File: src/rtl/aes_word_packer_pkg.sv
// Shared types for the AES word packer: control/flag structs, FSM states and block geometry.
package aes_package;

  localparam int AES_BLOCK_W         = 128;
  localparam int AES_WORDS_PER_BLOCK = 4;
  localparam int AES_WORD_W          = 32;
  // flags_packer_t carries the block counter at this fixed width; narrower counters are zero-extended.
  localparam int AES_BLOCK_CNT_MAX_W = 32;

  typedef enum logic [1:0] {
    IDLE = 2'd0,
    FILL = 2'd1,
    HOLD = 2'd2
  } packer_state_e;

  typedef struct packed {
    logic enable;
    logic clear;
  } ctrl_packer_t;

  typedef struct packed {
    logic                           busy;
    logic [1:0]                     word_cnt;
    logic                           block_done;
    logic [AES_BLOCK_CNT_MAX_W-1:0] block_cnt;
  } flags_packer_t;

  function automatic logic [AES_WORD_W-1:0] bswap32(input logic [AES_WORD_W-1:0] w);
    return {w[7:0], w[15:8], w[23:16], w[31:24]};
  endfunction

endpackage

File: src/rtl/hwpe_stream_intf_stream.sv
// Minimal valid/ready stream interface with byte strobes, as used between streamer and engines.
interface hwpe_stream_intf_stream #(
  parameter int unsigned DATA_WIDTH = 32
) ();

  logic                    valid;
  logic                    ready;
  logic [DATA_WIDTH-1:0]   data;
  logic [DATA_WIDTH/8-1:0] strb;

  modport source (output valid, data, strb, input ready);
  modport sink   (input valid, data, strb, output ready);

endinterface

File: src/rtl/aes_word_packer.sv
// Packs four 32-bit stream words into one 128-bit AES block, first word in the MSBs.
// Define AES_PACKER_BYTESWAP_EN to byte-reverse each word before placement.
module aes_word_packer
  import aes_package::*;
#(
  parameter int unsigned BLOCK_CNT_W = 16
) (
  input  logic                        clk_i,
  input  logic                        rst_ni,
  input  logic                        test_mode_i,
  hwpe_stream_intf_stream.sink        word_i,
  hwpe_stream_intf_stream.source      block_o,
  input  ctrl_packer_t                ctrl_i,
  output flags_packer_t               flags_o
);

  packer_state_e                                    state_q, state_d;
  logic [1:0]                                       word_cnt_q, word_cnt_d;
  logic [BLOCK_CNT_W-1:0]                           block_cnt_q, block_cnt_d;
  logic                                             block_done_q;
  logic [AES_WORDS_PER_BLOCK-1:0][AES_WORD_W-1:0]   buf_q;
  logic [AES_WORD_W-1:0]                            word_in;
  logic                                             accept, handshake;
  logic                                             unused_inputs;

  assign unused_inputs = ^{test_mode_i, word_i.strb};

`ifdef AES_PACKER_BYTESWAP_EN
  assign word_in = bswap32(word_i.data);
`else
  assign word_in = word_i.data;
`endif

  assign word_i.ready = ctrl_i.enable & (state_q != HOLD);
  assign accept       = word_i.valid & word_i.ready;
  // Enable low freezes HOLD too, so the handshake only completes while enabled.
  assign handshake    = (state_q == HOLD) & block_o.ready & ctrl_i.enable;

  always_comb begin
    state_d     = state_q;
    word_cnt_d  = word_cnt_q;
    block_cnt_d = block_cnt_q;
    unique case (state_q)
      IDLE:    if (accept) state_d = FILL;
      FILL:    if (accept && word_cnt_q == 2'd3) state_d = HOLD;
      HOLD:    if (handshake) state_d = IDLE;
      default: state_d = IDLE;
    endcase
    if (accept) word_cnt_d = word_cnt_q + 2'd1;
    if (handshake) begin
      word_cnt_d  = 2'd0;
      block_cnt_d = block_cnt_q + BLOCK_CNT_W'(1);
    end
    if (ctrl_i.clear) begin
      state_d     = IDLE;
      word_cnt_d  = 2'd0;
      block_cnt_d = '0;
    end
  end

  always_ff @(posedge clk_i or negedge rst_ni) begin
    if (!rst_ni) begin
      state_q      <= IDLE;
      word_cnt_q   <= 2'd0;
      block_cnt_q  <= '0;
      block_done_q <= 1'b0;
    end else begin
      state_q      <= state_d;
      word_cnt_q   <= word_cnt_d;
      block_cnt_q  <= block_cnt_d;
      block_done_q <= handshake & ~ctrl_i.clear;
    end
  end

  // One enabled register per word slot; slot k sits at block bits [127-32k -: 32].
  for (genvar k = 0; k < AES_WORDS_PER_BLOCK; k++) begin : g_slot
    always_ff @(posedge clk_i or negedge rst_ni) begin
      if (!rst_ni)                             buf_q[k] <= '0;
      else if (accept && word_cnt_q == 2'(k))  buf_q[k] <= word_in;
    end
    assign block_o.data[AES_BLOCK_W-1-AES_WORD_W*k -: AES_WORD_W] = buf_q[k];
  end

  assign block_o.valid = (state_q == HOLD);
  assign block_o.strb  = '1;

  assign flags_o.busy       = (state_q != IDLE);
  assign flags_o.word_cnt   = word_cnt_q;
  assign flags_o.block_done = block_done_q;
  assign flags_o.block_cnt  = AES_BLOCK_CNT_MAX_W'(block_cnt_q);

endmodule

File: src/flat_wrapper.sv
// flat-port wrapper written by rule: the top's interface ports become plain ports
module aes_word_packer_flat import aes_package::*;
#(
  parameter int unsigned BLOCK_CNT_W = 16
)
  (clk_i, rst_ni, test_mode_i, ctrl_i, flags_o, word_i_valid, word_i_data, word_i_strb, word_i_ready, block_o_valid, block_o_data, block_o_strb, block_o_ready);
  hwpe_stream_intf_stream word_i_i ();
  hwpe_stream_intf_stream block_o_i ();
  input  logic clk_i;
  input  logic rst_ni;
  input  logic test_mode_i;
  input  ctrl_packer_t ctrl_i;
  output flags_packer_t flags_o;
  input wire logic [$bits(word_i_i.valid)-1:0] word_i_valid;
  input wire logic [$bits(word_i_i.data)-1:0] word_i_data;
  input wire logic [$bits(word_i_i.strb)-1:0] word_i_strb;
  output wire logic [$bits(word_i_i.ready)-1:0] word_i_ready;
  output wire logic [$bits(block_o_i.valid)-1:0] block_o_valid;
  output wire logic [$bits(block_o_i.data)-1:0] block_o_data;
  output wire logic [$bits(block_o_i.strb)-1:0] block_o_strb;
  input wire logic [$bits(block_o_i.ready)-1:0] block_o_ready;
  assign word_i_i.valid = word_i_valid;
  assign word_i_i.data = word_i_data;
  assign word_i_i.strb = word_i_strb;
  assign word_i_ready = word_i_i.ready;
  assign block_o_valid = block_o_i.valid;
  assign block_o_data = block_o_i.data;
  assign block_o_strb = block_o_i.strb;
  assign block_o_i.ready = block_o_ready;
  aes_word_packer #(.BLOCK_CNT_W(BLOCK_CNT_W)) u_core (.clk_i(clk_i), .rst_ni(rst_ni), .test_mode_i(test_mode_i), .word_i(word_i_i), .block_o(block_o_i), .ctrl_i(ctrl_i), .flags_o(flags_o));
endmodule
File: config.mk
export PLATFORM = sky130hd
export DESIGN_NAME = aes_word_packer_flat
export DESIGN_NICKNAME = d
export VERILOG_FILES = /design/src/rtl/aes_word_packer_pkg.sv /design/src/rtl/hwpe_stream_intf_stream.sv /design/src/rtl/aes_word_packer.sv /design/src/flat_wrapper.sv
export SDC_FILE = /design/constraint.sdc
export NUM_CORES = 1
export LEC_CHECK = 0
export ABC_AREA = 0
export CAP_MARGIN = 25
export CORE_MARGIN = 2
export CORE_UTILIZATION = 30
export DETAILED_ROUTE_END_ITERATION = 6
export DONT_BUFFER_PORTS = 1
export PLACE_DENSITY = 0.51
export SLEW_MARGIN = 15
export SYNTH_ARGS = -nofsm -noshare
export SYNTH_HDL_FRONTEND = slang
export SYNTH_SLANG_ARGS = --single-unit
File: constraint.sdc
create_clock -name clk_i -period 3.9 [get_ports clk_i]
set_input_delay 0.585 -clock clk_i [delete_from_list [all_inputs] [get_ports clk_i]]
set_output_delay 0.585 -clock clk_i [all_outputs]
set_load 0.01 [all_outputs]
# Yosys cells after proc, flatten, opt, wreduce, memory -nomap -nowiden
# Cells that the tools add are included.
# totals
output_inout_bits,74
regBits,53
elab_cells,36
latch_bits,0
ramBits,0
memories,0
mem_bits_ro,0
# op_classes
n_lt_le_gt_ge,0
div,0
mux,10
shifts,0
n_reduce_logical,6
n_bitwise,6
n_addsub,2
n_eq_ne,7
n_mul,0
# ops
operator,count
16-bit two-way mux,2
16-bit by 1-bit adder with 16-bit output (second input constant),1
2-bit two-way mux,7
3-bit by 2-bit inequality test with 1-bit output (second input constant),3
2-bit one-hot mux with 3 select lines,1
1-bit AND,5
2-bit equality test (second input constant),2
2-bit nonzero test,2
3-bit AND reduction,1
3-bit nonzero test,1
2-bit by 1-bit adder with 2-bit output (second input constant),1
2-bit by 1-bit equality test with 1-bit output (second input constant),1
2-bit logical NOT,1
2-bit inequality test (second input constant),1
1-bit logical AND,1
1-bit NOT,1

# Longest topological paths before layout
# Gate-level depths: netlist (run 1).
# logic_depth
ltp_word,7
depth_mapped,5

# Worst setup path after synthesis (run 1)
# Ideal clock, no wire load.
# synth_timing
kind,input to register
start,input ctrl_i[1] in the netlist's numbering
end,register u_core.block_cnt_q[13]
t_arrival_ns,1.739
path_slack_ns,2.083
setup_ns,0.078
n_path_buf,0
path_stages,4
required_time_ns,3.822
path_cell_list,nand4b_1 or3_4 or4_1 a21oi_1
# synth_via
elab_chain_cells,2
# synth_rtl
element,line_no,text
start: declaration,flat_wrapper.sv:12,input ctrl_packer_t ctrl_i;
1-bit AND,aes_word_packer.sv:37,assign handshake = (state_q == HOLD) & block_o.ready & ctrl_i.enable;
2-bit nonzero test (no line),n/a,
end signal: assignment,aes_word_packer.sv:70,block_cnt_q <= block_cnt_d;
end: declaration,aes_word_packer.sv:19,"logic [BLOCK_CNT_W-1:0] block_cnt_q, block_cnt_d;"
# No other way between the ends.
# A chain may end at the register's enable or synchronous reset.

# Worst setup path after layout (run 1)
# layout_timing
start,register u_core.state_q[0]
end,register u_core.block_cnt_q[13]
# layout_via
elab_chain_cells,4
# layout_rtl
element,line_no,text
start: declaration,aes_word_packer.sv:17,"packer_state_e state_q, state_d;"
start signal: assignment,aes_word_packer.sv:68,state_q <= state_d;
2-bit equality test,aes_word_packer.sv:37,
1-bit AND (2 in a row),aes_word_packer.sv:37,
2-bit nonzero test (no line),n/a,
# No other way between the ends.

==> results of run 1 <==
[state kept, by name, summed over array words and instances (netlist names)]
signal and flops:
u_core.word_cnt_q 2, u_core.block_o.data 32, u_core.block_cnt_q 16, u_core.state_q 2
u_core.block_done_q 1
[kinds of logic after synthesis]
logic type | after synthesis | synth area share
and+or+nand+nor | 55 | 0.122
DFF | 53 | 0.554
muxes | 34 | 0.160
buffers and inverters | 31 | 0.0816
AOI/OAI and AO/OA | 11 | 0.0282
xor gates and xnor gates | 11 | 0.0403
adders and majority gates | 2 | 0.0105
other | 2 | 0.00314
[report_power, final]
part	internal [mW]	switching [mW]
Combinational	0.0222	0.0281
Sequential	0.572	0.0272
Clock	0.190	0.184
Total	0.785	0.239
[per-stage QoR]
| step | cells | util |
|---|---|---|
| 6_report | 300 | 0.330 |
| 5_1_grt | 300 | 0.330 |
| 2_1_floorplan | 217 | - |
| 4_1_cts | 300 | 0.330 |
| 3_3_place_gp | 292 | 0.312 |
| 3_5_place_dp | 292 | 0.312 |
[per-layer routing]
metal	part of all wire	vias up	GRT usage
li1	-	634	-
met2	0.44	83	0.165
met1	0.42	677	0.134
met3	0.14	5	0.0556
met5	0	-	0
met4	0.0075	0	0.0294
[area by class of cell]
class	instances	area, um^2	area share
flip-flops and latches	53	1330	0.521
clock buffers	5	68.8	0.0270
clock inverters	2	38.8	0.0152
inverters	3	11.3	0.00442
multi-input cells	133	938	0.369
well taps	102	128	0.0501
repair buffers	2	35.0	0.0138
[worst max-delay path, stage by stage, from the launching register on]
cell and delay [ns]:
dfrtp_1 0.42, nand4b_1 0.53, or3_4 0.57, or4_1 0.47, a21oi_1 0.14
[synth_stat cells, types with 2 or more instances]
cell type  number  area, um^2
a21oi_1         6        30.0
and2_1          2        12.5
buf_4          21         158
clkbuf_1        7        26.3
conb_1          2        7.51
dfrtp_1        53        1330
ha_1            2        25.0
inv_1           3        11.3
mux2_2         33         372
nand2_1         9        33.8
nand2b_1        2        12.5
nand3_1         6        30.0
nand4_1         3        18.8
nor2_1         14        52.6
nor3_1          4        20.0
nor4_1          5        31.3
or3_1           2        12.5
xnor2_1         7        61.3
xor2_1          4        35.0
[what timing repair did]
item / in CTS / in global routing
setup buffers: 0 / 0
hold buffers: 1 / 0
endpoints found under the hold margin: 53 / 0
[how the worst min path moves through the flow]
stage	from	to	depth (start not counted)
6_report	rst_ni	u_core.block_o.data[24]$_DFFE_PN0P_	1
5_1_grt	rst_ni	u_core.block_o.data[27]$_DFFE_PN0P_	1
4_1_cts	rst_ni	u_core.block_o.data[1]$_DFFE_PN0P_	1
3_5_place_dp	rst_ni	u_core.block_o.data[18]$_DFFE_PN0P_	0
3_3_place_gp	rst_ni	u_core.block_o.data[26]$_DFFE_PN0P_	0
2_1_floorplan	rst_ni	u_core.block_cnt_q[0]$_DFFE_PN0P_	0
==> impl_results.html, run 1 <==
<table>
<tr><th>Metric</th><th>Value</th></tr>
<tr><th colspan="2">STA</th></tr>
<tr><td>Worst Slack Setup Final</td><td>1.68 ns</td></tr>
<tr><td>Pins over their slew limit</td><td>0</td></tr>
<tr><td>Max-slew headroom at the worst pin</td><td>0.603</td></tr>
<tr><td>Worst slew pin tran</td><td>0.590 ns</td></tr>
<tr><td>Final total negative setup slack</td><td>0 ns</td></tr>
<tr><td>Shortest period the worst path allows</td><td>2.22 ns</td></tr>
<tr><td>Top achievable clock speed</td><td>451 MHz</td></tr>
<tr><td>Final setup violation count</td><td>0</td></tr>
<tr><td>Hold Violations, Final</td><td>0</td></tr>
<tr><td>Final period util</td><td>0.569</td></tr>
<tr><td>Unrepaired setup endpoints after global routing</td><td>no</td></tr>
<tr><td>Tightest hold margin</td><td>0.129 ns</td></tr>
<tr><td>Worst setup skew after layout</td><td>0.0137 ns</td></tr>
<tr><th colspan="2">Drt</th></tr>
<tr><td>Average routed wire per standard cell</td><td>15.5 um</td></tr>
<tr><td>Number of detailed-route iterations in the first pass</td><td>4</td></tr>
<tr><td>Final routed wirelength across all metal layers</td><td>4.64 mm</td></tr>
<tr><td>DRC errors left</td><td>0</td></tr>
<tr><td>Average via count per standard cell</td><td>4.66</td></tr>
<tr><td>Total via count in the routed design</td><td>1399</td></tr>
<tr><td>Antenna Nets Post-Route</td><td>0</td></tr>
<tr><td>Number of DRC markers after the initial detailed-route iteration</td><td>33</td></tr>
<tr><th colspan="2">Floorplan</th></tr>
<tr><td>CORE AREA</td><td>7730 um^2</td></tr>
<tr><td>I/O pin count</td><td>117</td></tr>
<tr><td>Initial core utilization</td><td>0.310</td></tr>
<tr><td>Number of rows created at floorplan</td><td>32</td></tr>
<tr><td>Die area</td><td>8700 um^2</td></tr>
<tr><td>Die extent in y</td><td>93.3 um</td></tr>
<tr><td>Die width</td><td>93.3 um</td></tr>
<tr><th colspan="2">Placed design</th></tr>
<tr><td>Worst setup timing slack at the placement stage</td><td>1.62 ns</td></tr>
<tr><td>Routability congestion estimate</td><td>0.670</td></tr>
<tr><td>Standard cell area after detailed placement</td><td>2410 um^2</td></tr>
<tr><td>Number of input and output port buffers inserted</td><td>0</td></tr>
<tr><td>Post-detail-place hpwl</td><td>3.19 mm</td></tr>
<tr><th colspan="2">Worst setup path</th></tr>
<tr><td>First element of the critical path</td><td>u_core.state_q[0]$_DFFE_PN0P_</td></tr>
<tr><td>Setup crit end</td><td>u_core.block_cnt_q[13]$_DFFE_PN0P_</td></tr>
<tr><td>FF-to-FF path depth</td><td>4</td></tr>
<tr><td>Launch point of the worst reg-to-reg path</td><td>u_core.state_q[0]$_DFFE_PN0P_</td></tr>
<tr><td>FF-to-FF End</td><td>u_core.block_cnt_q[13]$_DFFE_PN0P_</td></tr>
<tr><td>Critical path startpoint category</td><td>flop</td></tr>
<tr><td>Highest fanout seen on the critical path</td><td>13</td></tr>
<tr><td>Kind of end point of the critical path</td><td>flop</td></tr>
<tr><td>Category of the critical setup timing path</td><td>reg -&gt; reg</td></tr>
<tr><td>Flop2flop setup slack</td><td>1.68 ns</td></tr>
<tr><td>WP data arrival</td><td>2.44 ns</td></tr>
<tr><td>Required arrival time at the worst endpoint</td><td>4.12 ns</td></tr>
<tr><th colspan="2">Global routing</th></tr>
<tr><td>Antenna violations before repair</td><td>0</td></tr>
<tr><td>Global-route usage over all layers</td><td>0.108</td></tr>
<tr><td>Via count of the first global-routing pass</td><td>1465</td></tr>
<tr><td>Total congestion overflow after global routing</td><td>0</td></tr>
<tr><td>Maximum number of pins on one net before global-route repair</td><td>54</td></tr>
<tr><td>Global-route wire length before repair</td><td>7.28 mm</td></tr>
<tr><th colspan="2">Yosys</th></tr>
<tr><td>Synth unique cells</td><td>33</td></tr>
<tr><td>Ys flop type</td><td>dfrtp_1</td></tr>
<tr><td>Post-synth ARST share</td><td>1.00</td></tr>
<tr><td>EDFF count, synth</td><td>0</td></tr>
<tr><td>Number of flip-flops and latches in the synthesized netlist</td><td>53</td></tr>
<tr><td>Proportion of synthesized chip area in sequential cells</td><td>0.554</td></tr>
<tr><td>Mapped cell area</td><td>2390 um^2</td></tr>
<tr><td>Avg Cell Area, Syn</td><td>12.0 um^2</td></tr>
<tr><td>Cells after Synth</td><td>199</td></tr>
<tr><td>Synth warn</td><td>0</td></tr>
<tr><th colspan="2">Power</th></tr>
<tr><td>Peak supply drop</td><td>0.000167 V</td></tr>
<tr><td>Static leakage</td><td>1.23 nW</td></tr>
<tr><td>Pwr Density</td><td>402 nW/um^2</td></tr>
<tr><td>Final Total Pwr</td><td>1.02 mW</td></tr>
<tr><th colspan="2">Cells and area</th></tr>
<tr><td>Ratio of cells with drive above 1 in the final layout</td><td>0.232</td></tr>
<tr><td>Nets</td><td>243</td></tr>
<tr><td>ANT cells</td><td>0</td></tr>
<tr><td>Leading cell type in the layout, fill and taps excluded</td><td>dfrtp_1</td></tr>
<tr><td>Fin area</td><td>2550 um^2</td></tr>
<tr><td>Fill cell instance count of the final layout</td><td>792</td></tr>
<tr><td>Most frequent cells in the layout</td><td>dfrtp_1 (53), mux2_2 (33), conb_1 (20), nor2_1 (14), nand2_1 (9)</td></tr>
<tr><td>Growth of design area from synthesis to finish</td><td>6.43%</td></tr>
<tr><th colspan="2">Outcome</th></tr>
<tr><td>Run status</td><td>finished, final reports clean</td></tr>
<tr><th colspan="2">Clock network</th></tr>
<tr><td>TritonCTS sink count</td><td>53</td></tr>
<tr><td>Clock latency on the worst-skew pair</td><td>0.30 ns</td></tr>
<tr><td>Buffer type at the clock tree root</td><td>clkbuf_8</td></tr>
<tr><td>Max Buffers Root-to-Sink</td><td>2</td></tr>
<tr><td>Post-CTS clock slew at the launch and capture registers of the worst setup and hold paths</td><td>0.10 ns</td></tr>
<tr><td>H-tree depth</td><td>2</td></tr>
<tr><td># resized after CTS</td><td>0</td></tr>
<tr><td>Inserted Clock Buffers</td><td>5</td></tr>
<tr><td>TritonCTS clock tree</td><td>done</td></tr>
<tr><th colspan="2">Flow run</th></tr>
<tr><td>Max-cap violation count</td><td>0</td></tr>
<tr><th colspan="2">Min path</th></tr>
<tr><td>Min-delay worst type</td><td>in -&gt; async</td></tr>
</table>
(Power assumes the default switching activity.)
==> inputs of run 2 (changes only) <==
clock period = 2.1 ns   (was 3.9 ns; I/O delays follow)
==> impl_results.html, run 2 (synthesis gave the netlist of run 1 again) <==
<table>
<tr><th>Metric</th><th>Value</th></tr>
<tr><th colspan="2">Outcome</th></tr>
<tr><td>Run status</td><td>finished, final reports clean</td></tr>
<tr><th colspan="2">Cells and area</th></tr>
<tr><td>Leading cell type in the layout, fill and taps excluded</td><td>dfrtp_1</td></tr>
<tr><td>Nets</td><td>249 (+2.5%)</td></tr>
<tr><td>Final Instance Count excl. Fillers</td><td>306 (+2.0%)</td></tr>
<tr><td>Fill cell instance count of the final layout</td><td>794 (+0.25%)</td></tr>
<tr><td>Most frequent cells in the layout</td><td>dfrtp_1 (53), mux2_2 (33), conb_1 (20), nor2_1 (14), nand2_1 (9)</td></tr>
<tr><td>ANT cells</td><td>0 (unchanged)</td></tr>
<tr><td>Growth of design area from synthesis to finish</td><td>8.94%</td></tr>
<tr><td>Finished Core Util</td><td>0.337 (+0.00777)</td></tr>
<tr><td>Sequential cell area</td><td>1330 um^2 (unchanged)</td></tr>
<tr><td>Ratio of cells with drive above 1 in the final layout</td><td>0.250 (+0.0177)</td></tr>
<tr><td>Area used by multi-input combinational logic</td><td>938 um^2 (unchanged)</td></tr>
<tr><td>Max reg flops</td><td>32 (unchanged)</td></tr>
<tr><th colspan="2">Floorplan</th></tr>
<tr><td>Die extent in y</td><td>93.3 um (unchanged)</td></tr>
<tr><td>Die width</td><td>93.3 um (unchanged)</td></tr>
<tr><td>Number of rows created at floorplan</td><td>32 (unchanged)</td></tr>
<tr><td>Die area</td><td>8700 um^2 (unchanged)</td></tr>
<tr><td>Initial core utilization</td><td>0.310 (unchanged)</td></tr>
<tr><td>I/O pin count</td><td>117 (unchanged)</td></tr>
<tr><td>CORE AREA</td><td>7730 um^2 (unchanged)</td></tr>
<tr><th colspan="2">Worst setup path</th></tr>
<tr><td>Critical path startpoint category</td><td>flop</td></tr>
<tr><td>Category of the critical setup timing path</td><td>reg -&gt; reg</td></tr>
<tr><td>Highest fanout seen on the critical path</td><td>5 (-8)</td></tr>
<tr><td>WP data arrival</td><td>2.09 ns (-0.35 ns)</td></tr>
<tr><td>Required arrival time at the worst endpoint</td><td>2.33 ns (-1.79 ns)</td></tr>
<tr><td>FF-to-FF path depth</td><td>4 (unchanged)</td></tr>
<tr><td>Kind of end point of the critical path</td><td>flop</td></tr>
<tr><th colspan="2">Drt</th></tr>
<tr><td>Number of detailed-route iterations in the first pass</td><td>4 (unchanged)</td></tr>
<tr><td>Antenna Nets Post-Route</td><td>0 (unchanged)</td></tr>
<tr><td>Number of DRC markers after the initial detailed-route iteration</td><td>29 (-12%)</td></tr>
<tr><td>Average routed wire per standard cell</td><td>15.2 um (-1.5%)</td></tr>
<tr><td>DRC errors left</td><td>0 (unchanged)</td></tr>
<tr><td>Total via count in the routed design</td><td>1405 (+0.43%)</td></tr>
<tr><td>Average via count per standard cell</td><td>4.59 (-1.5%)</td></tr>
<tr><td>Final routed wirelength across all metal layers</td><td>4.66 mm (+0.45%)</td></tr>
<tr><th colspan="2">Global routing</th></tr>
<tr><td>Antenna violations before repair</td><td>0 (unchanged)</td></tr>
<tr><td>Global-route usage over all layers</td><td>0.107 (-0.000589)</td></tr>
<tr><td>Via count of the first global-routing pass</td><td>1391 (-5.1%)</td></tr>
<tr><td>Global-route wire length before repair</td><td>7.18 mm (-1.3%)</td></tr>
<tr><td>Total congestion overflow after global routing</td><td>0 (unchanged)</td></tr>
<tr><td>Maximum number of pins on one net before global-route repair</td><td>54 (unchanged)</td></tr>
<tr><th colspan="2">Placed design</th></tr>
<tr><td>Routability congestion estimate</td><td>0.696 (+3.9%)</td></tr>
<tr><td>Number of input and output port buffers inserted</td><td>0 (unchanged)</td></tr>
<tr><td>Cell count after placement</td><td>297 (+1.7%)</td></tr>
<tr><td>Post-detail-place hpwl</td><td>3.28 mm (+2.9%)</td></tr>
<tr><td>Worst setup timing slack at the placement stage</td><td>0.271 ns (-1.35 ns)</td></tr>
<tr><th colspan="2">Flow run</th></tr>
<tr><td>Max-cap violation count</td><td>0 (unchanged)</td></tr>
<tr><th colspan="2">Clock network</th></tr>
<tr><td>TritonCTS sink count</td><td>53 (unchanged)</td></tr>
<tr><td>Hold buffers post-CTS</td><td>2 (+1)</td></tr>
<tr><td>Clock latency on the worst-skew pair</td><td>0.30 ns (about the same)</td></tr>
<tr><td>Inserted Clock Buffers</td><td>5 (unchanged)</td></tr>
<tr><td>Post-CTS setup buffers</td><td>0 (unchanged)</td></tr>
<tr><td>Post-CTS clock slew at the launch and capture registers of the worst setup and hold paths</td><td>0.10 ns (about the same)</td></tr>
<tr><td>H-tree depth</td><td>2 (unchanged)</td></tr>
<tr><td>Buffer type at the clock tree root</td><td>clkbuf_8</td></tr>
<tr><td>Max Buffers Root-to-Sink</td><td>2 (unchanged)</td></tr>
<tr><td># resized after CTS</td><td>0 (unchanged)</td></tr>
<tr><td>TritonCTS clock tree</td><td>done</td></tr>
<tr><th colspan="2">Power</th></tr>
<tr><td>Pwr Density</td><td>728 nW/um^2 (+81%)</td></tr>
<tr><td>Static leakage</td><td>1.26 nW (+2.9%)</td></tr>
<tr><td>Peak supply drop</td><td>0.000319 V (+91%)</td></tr>
<tr><th colspan="2">Min path</th></tr>
<tr><td>Min-delay worst type</td><td>in -&gt; reg</td></tr>
<tr><td>Worst hold stages</td><td>1</td></tr>
<tr><th colspan="2">STA</th></tr>
<tr><td>Final total negative setup slack</td><td>0 ns (unchanged)</td></tr>
<tr><td>Worst Slack Setup Final</td><td>0.234 ns (-1.45 ns)</td></tr>
<tr><td>Hold Violations, Final</td><td>0 (unchanged)</td></tr>
<tr><td>Final setup violation count</td><td>0 (unchanged)</td></tr>
<tr><td>Final period util</td><td>0.889 (+0.320)</td></tr>
<tr><td>Max-slew headroom at the worst pin</td><td>0.557 (-0.0456)</td></tr>
<tr><td>Top achievable clock speed</td><td>536 MHz (+19%)</td></tr>
<tr><td>Unrepaired setup endpoints after global routing</td><td>no</td></tr>
<tr><td>Worst slew pin tran</td><td>0.658 ns (+0.0677 ns)</td></tr>
<tr><td>Pins over their slew limit</td><td>0 (unchanged)</td></tr>
<tr><td>Shortest period the worst path allows</td><td>1.87 ns (-0.351 ns)</td></tr>
<tr><td>Worst setup skew after layout</td><td>0.0118 ns (-0.00190 ns)</td></tr>
</table>
[run 2: path summary, 6_finish.rpt]
check | slack [ns] | start | end
worst max-delay path | 0.23 | u_core.state_q[0]$_DFFE_PN0P_ | u_core.block_cnt_q[13]$_DFFE_PN0P_
worst min-delay path | 0.07 | ctrl_i[0] | u_core.block_cnt_q[13]$_DFFE_PN0P_
worst max register to register | 0.23 | u_core.state_q[0]$_DFFE_PN0P_ | u_core.block_cnt_q[13]$_DFFE_PN0P_
worst min register to register | 0.54 | u_core.state_q[1]$_DFFE_PN0P_ | u_core.state_q[0]$_DFFE_PN0P_
max in group asynchronous | 1.35 | rst_ni | u_core.block_cnt_q[10]$_DFFE_PN0P_
min in group asynchronous | 0.51 | rst_ni | u_core.block_o.data[24]$_DFFE_PN0P_
[run 2: critical path: stages (launching register included)]
cell	delay, ns
dfrtp_1	0.42
nand4b_1	0.29
or3_4	0.46
or4_1	0.47
a21oi_1	0.15
[run 2: power by group]
part | switching (mW) | total, mW | internal, mW
Sequential | 0.0498 | 1.11 | 1.06
Combinational | 0.0537 | 0.0962 | 0.0426
Clock | 0.336 | 0.689 | 0.354
[run 2: layout make-up]
cell class,instances,share of cell area
sequential,53,0.509
multi-input combinational,133,0.360
tap,102,0.0490
timing repair buffer,8,0.0365
clock buffer,5,0.0264
clock inverter,2,0.0149
inverter,3,0.00432
[run 2: through the flow]
step           total power, mW  hold WS, ns  area (um^2)
6_report                  1.90       0.0700         2610
2_1_floorplan             1.22       0.0194         2460
4_1_cts                   1.94       0.0470         2610
3_5_place_dp              1.20       0.0207         2460
3_3_place_gp              1.20       0.0209         2460
5_1_grt                   2.00       0.0457         2610
[run 2: routing by layer]
layer | vias up | GRT usage | share of wire
met5 | - | 0 | 0
met4 | 0 | 0.0319 | 0.0034
met3 | 2 | 0.0572 | 0.13
met2 | 76 | 0.153 | 0.44
met1 | 680 | 0.140 | 0.42
li1 | 647 | - | -
==> inputs of run 3 (changes only) <==
RECOVER_POWER = 100   (was not set)
==> impl_results.html, run 3 (synthesis gave the netlist of run 1 again) <==
<table>
<tr><th>Metric</th><th>Value</th></tr>
<tr><th colspan="2">Clock network</th></tr>
<tr><td>Post-CTS clock slew at the launch and capture registers of the worst setup and hold paths</td><td>0.10 ns (about the same)</td></tr>
<tr><td>TritonCTS sink count</td><td>53 (unchanged)</td></tr>
<tr><td>Max Buffers Root-to-Sink</td><td>2 (unchanged)</td></tr>
<tr><td>H-tree depth</td><td>2 (unchanged)</td></tr>
<tr><td>TritonCTS clock tree</td><td>done</td></tr>
<tr><td>Clock latency on the worst-skew pair</td><td>0.30 ns (about the same)</td></tr>
<tr><td>Inserted Clock Buffers</td><td>5 (unchanged)</td></tr>
<tr><td># resized after CTS</td><td>0 (unchanged)</td></tr>
<tr><td>Buffer type at the clock tree root</td><td>clkbuf_8</td></tr>
<tr><th colspan="2">Cells and area</th></tr>
<tr><td>Fill cell instance count of the final layout</td><td>802 (+1.0%)</td></tr>
<tr><td>Most frequent cells in the layout</td><td>dfrtp_1 (53), mux2_2 (33), conb_1 (20), nor2_1 (14), nand2_1 (9)</td></tr>
<tr><td>Ratio of cells with drive above 1 in the final layout</td><td>0.225 (-0.0245)</td></tr>
<tr><td>Max reg flops</td><td>32 (unchanged)</td></tr>
<tr><td>Growth of design area from synthesis to finish</td><td>6.64%</td></tr>
<tr><td>Finished Core Util</td><td>0.330 (-0.00712)</td></tr>
<tr><td>Fin area</td><td>2550 um^2 (-2.1%)</td></tr>
<tr><td>ANT cells</td><td>0 (unchanged)</td></tr>
<tr><td>Leading cell type in the layout, fill and taps excluded</td><td>dfrtp_1</td></tr>
<tr><td>Nets</td><td>249 (unchanged)</td></tr>
<tr><th colspan="2">STA</th></tr>
<tr><td>Final setup violation count</td><td>0 (unchanged)</td></tr>
<tr><td>Worst setup skew after layout</td><td>0.0108 ns (-0.00105 ns)</td></tr>
<tr><td>Unrepaired setup endpoints after global routing</td><td>no</td></tr>
<tr><td>Max-slew headroom at the worst pin</td><td>0.121 (-0.437)</td></tr>
<tr><td>Hold Violations, Final</td><td>0 (unchanged)</td></tr>
<tr><td>Final period util</td><td>0.892 (+0.00293)</td></tr>
<tr><td>Worst slew pin tran</td><td>1.32 ns (+0.661 ns)</td></tr>
<tr><td>Final total negative setup slack</td><td>0 ns (unchanged)</td></tr>
<tr><td>Top achievable clock speed</td><td>534 MHz (-0.33%)</td></tr>
<tr><td>Shortest period the worst path allows</td><td>1.87 ns (+0.00616 ns)</td></tr>
<tr><td>Pins over their slew limit</td><td>0 (unchanged)</td></tr>
<tr><th colspan="2">Flow run</th></tr>
<tr><td>Max-cap violation count</td><td>0 (unchanged)</td></tr>
<tr><th colspan="2">Drt</th></tr>
<tr><td>Antenna Nets Post-Route</td><td>0 (unchanged)</td></tr>
<tr><td>Average via count per standard cell</td><td>4.62 (+0.64%)</td></tr>
<tr><td>Number of DRC markers after the initial detailed-route iteration</td><td>31 (+6.9%)</td></tr>
<tr><td>DRC errors left</td><td>0 (unchanged)</td></tr>
<tr><td>Final routed wirelength across all metal layers</td><td>4.65 mm (-0.24%)</td></tr>
<tr><td>Number of detailed-route iterations in the first pass</td><td>4 (unchanged)</td></tr>
<tr><td>Total via count in the routed design</td><td>1414 (+0.64%)</td></tr>
<tr><td>Average routed wire per standard cell</td><td>15.2 um (-0.24%)</td></tr>
<tr><th colspan="2">Floorplan</th></tr>
<tr><td>Number of rows created at floorplan</td><td>32 (unchanged)</td></tr>
<tr><td>I/O pin count</td><td>117 (unchanged)</td></tr>
<tr><td>CORE AREA</td><td>7730 um^2 (unchanged)</td></tr>
<tr><td>Initial core utilization</td><td>0.310 (unchanged)</td></tr>
<tr><td>Die width</td><td>93.3 um (unchanged)</td></tr>
<tr><td>Die area</td><td>8700 um^2 (unchanged)</td></tr>
<tr><td>Die extent in y</td><td>93.3 um (unchanged)</td></tr>
<tr><th colspan="2">Global routing</th></tr>
<tr><td>Global-route usage over all layers</td><td>0.107 (unchanged)</td></tr>
<tr><td>Global-route wire length before repair</td><td>7.18 mm (unchanged)</td></tr>
<tr><td>Antenna violations before repair</td><td>0 (unchanged)</td></tr>
<tr><td>Total congestion overflow after global routing</td><td>0 (unchanged)</td></tr>
<tr><td>Via count of the first global-routing pass</td><td>1391 (unchanged)</td></tr>
<tr><td>Maximum number of pins on one net before global-route repair</td><td>54 (unchanged)</td></tr>
<tr><th colspan="2">Placed design</th></tr>
<tr><td>Standard cell area after detailed placement</td><td>2460 um^2 (unchanged)</td></tr>
<tr><td>Number of input and output port buffers inserted</td><td>0 (unchanged)</td></tr>
<tr><td>Post-detail-place hpwl</td><td>3.28 mm (unchanged)</td></tr>
<tr><td>Routability congestion estimate</td><td>0.696 (unchanged)</td></tr>
<tr><th colspan="2">Worst setup path</th></tr>
<tr><td>Kind of end point of the critical path</td><td>flop</td></tr>
<tr><td>FF-to-FF path depth</td><td>4 (unchanged)</td></tr>
<tr><td>Highest fanout seen on the critical path</td><td>5 (unchanged)</td></tr>
<tr><td>Category of the critical setup timing path</td><td>reg -&gt; reg</td></tr>
<tr><td>WP data arrival</td><td>2.10 ns (about the same)</td></tr>
<tr><td>Required arrival time at the worst endpoint</td><td>2.33 ns (about the same)</td></tr>
<tr><td>Critical path startpoint category</td><td>flop</td></tr>
<tr><th colspan="2">Outcome</th></tr>
<tr><td>Run status</td><td>finished, final reports clean</td></tr>
<tr><th colspan="2">Power</th></tr>
<tr><td>Pwr Density</td><td>742 nW/um^2 (+1.9%)</td></tr>
<tr><td>Static leakage</td><td>1.23 nW (-2.6%)</td></tr>
<tr><td>Peak supply drop</td><td>0.000320 V (+0.26%)</td></tr>
<tr><th colspan="2">Min path</th></tr>
<tr><td>Worst hold stages</td><td>1 (unchanged)</td></tr>
<tr><td>Min-delay worst type</td><td>in -&gt; reg</td></tr>
</table>
-- run 3: worst max-delay path: stages (launching register included) --
cell and delay [ns]:
dfrtp_1 0.42, nand4b_1 0.28, or3_1 0.48, or4_1 0.48, a21oi_1 0.15
-- run 3: power breakdown --
group | leakage, nW | total [mW] | switching (mW) | internal, mW
combinational | 0.440 | 0.0902 | 0.0527 | 0.0375
sequential | 0.735 | 1.11 | 0.0497 | 1.06
clock | 0.0546 | 0.691 | 0.337 | 0.354
total | 1.23 | 1.89 | 0.439 | 1.45
-- run 3: cell type report --
| class | instances | area [um^2] | area share |
|---|---|---|---|
| flip-flops and latches | 53 | 1330 | 0.520 |
| multi-input cells | 133 | 933 | 0.366 |
| well taps | 102 | 128 | 0.0500 |
| repair buffers | 8 | 45.0 | 0.0177 |
| inverters | 3 | 11.3 | 0.00441 |
| clock buffers | 5 | 68.8 | 0.0270 |
| clock inverters | 2 | 38.8 | 0.0152 |
-- run 3: per-stage QoR --
stage	power, mW	setup slack [ns]	cells	hold slack, ns
global route	1.99	0.103	306	0.0457
CTS	1.94	0.234	306	0.0470
global placement	1.20	0.280	297	0.0209
floorplan	1.22	0.413	217	0.0194
detailed placement	1.20	0.271	297	0.0207
finish	1.89	0.228	306	0.0685
-- run 3: repair_timing --
item / CTS / global route
setup buffers: 0 / 0
endpoints found under the hold margin: 53 / 0
hold buffers: 2 / 0
-- run 3: path summary, 6_finish.rpt --
path	slack, ns	end	start
worst min-delay path	0.07	u_core.block_cnt_q[13]$_DFFE_PN0P_	ctrl_i[0]
worst min register to register	0.54	u_core.state_q[0]$_DFFE_PN0P_	u_core.state_q[1]$_DFFE_PN0P_
max in group asynchronous	0.46	u_core.block_cnt_q[10]$_DFFE_PN0P_	rst_ni
worst max register to register	0.23	u_core.block_cnt_q[13]$_DFFE_PN0P_	u_core.state_q[0]$_DFFE_PN0P_
min in group asynchronous	0.83	u_core.block_o.data[24]$_DFFE_PN0P_	rst_ni
worst max-delay path	0.23	u_core.block_cnt_q[13]$_DFFE_PN0P_	u_core.state_q[0]$_DFFE_PN0P_
-- run 3: per-layer routing --
metal	vias up	GRT usage	wire, um
li1	646	-	-
met1	686	0.140	1950
met2	80	0.153	2060
met3	2	0.0572	629
met4	0	0.0319	16
met5	-	0	0
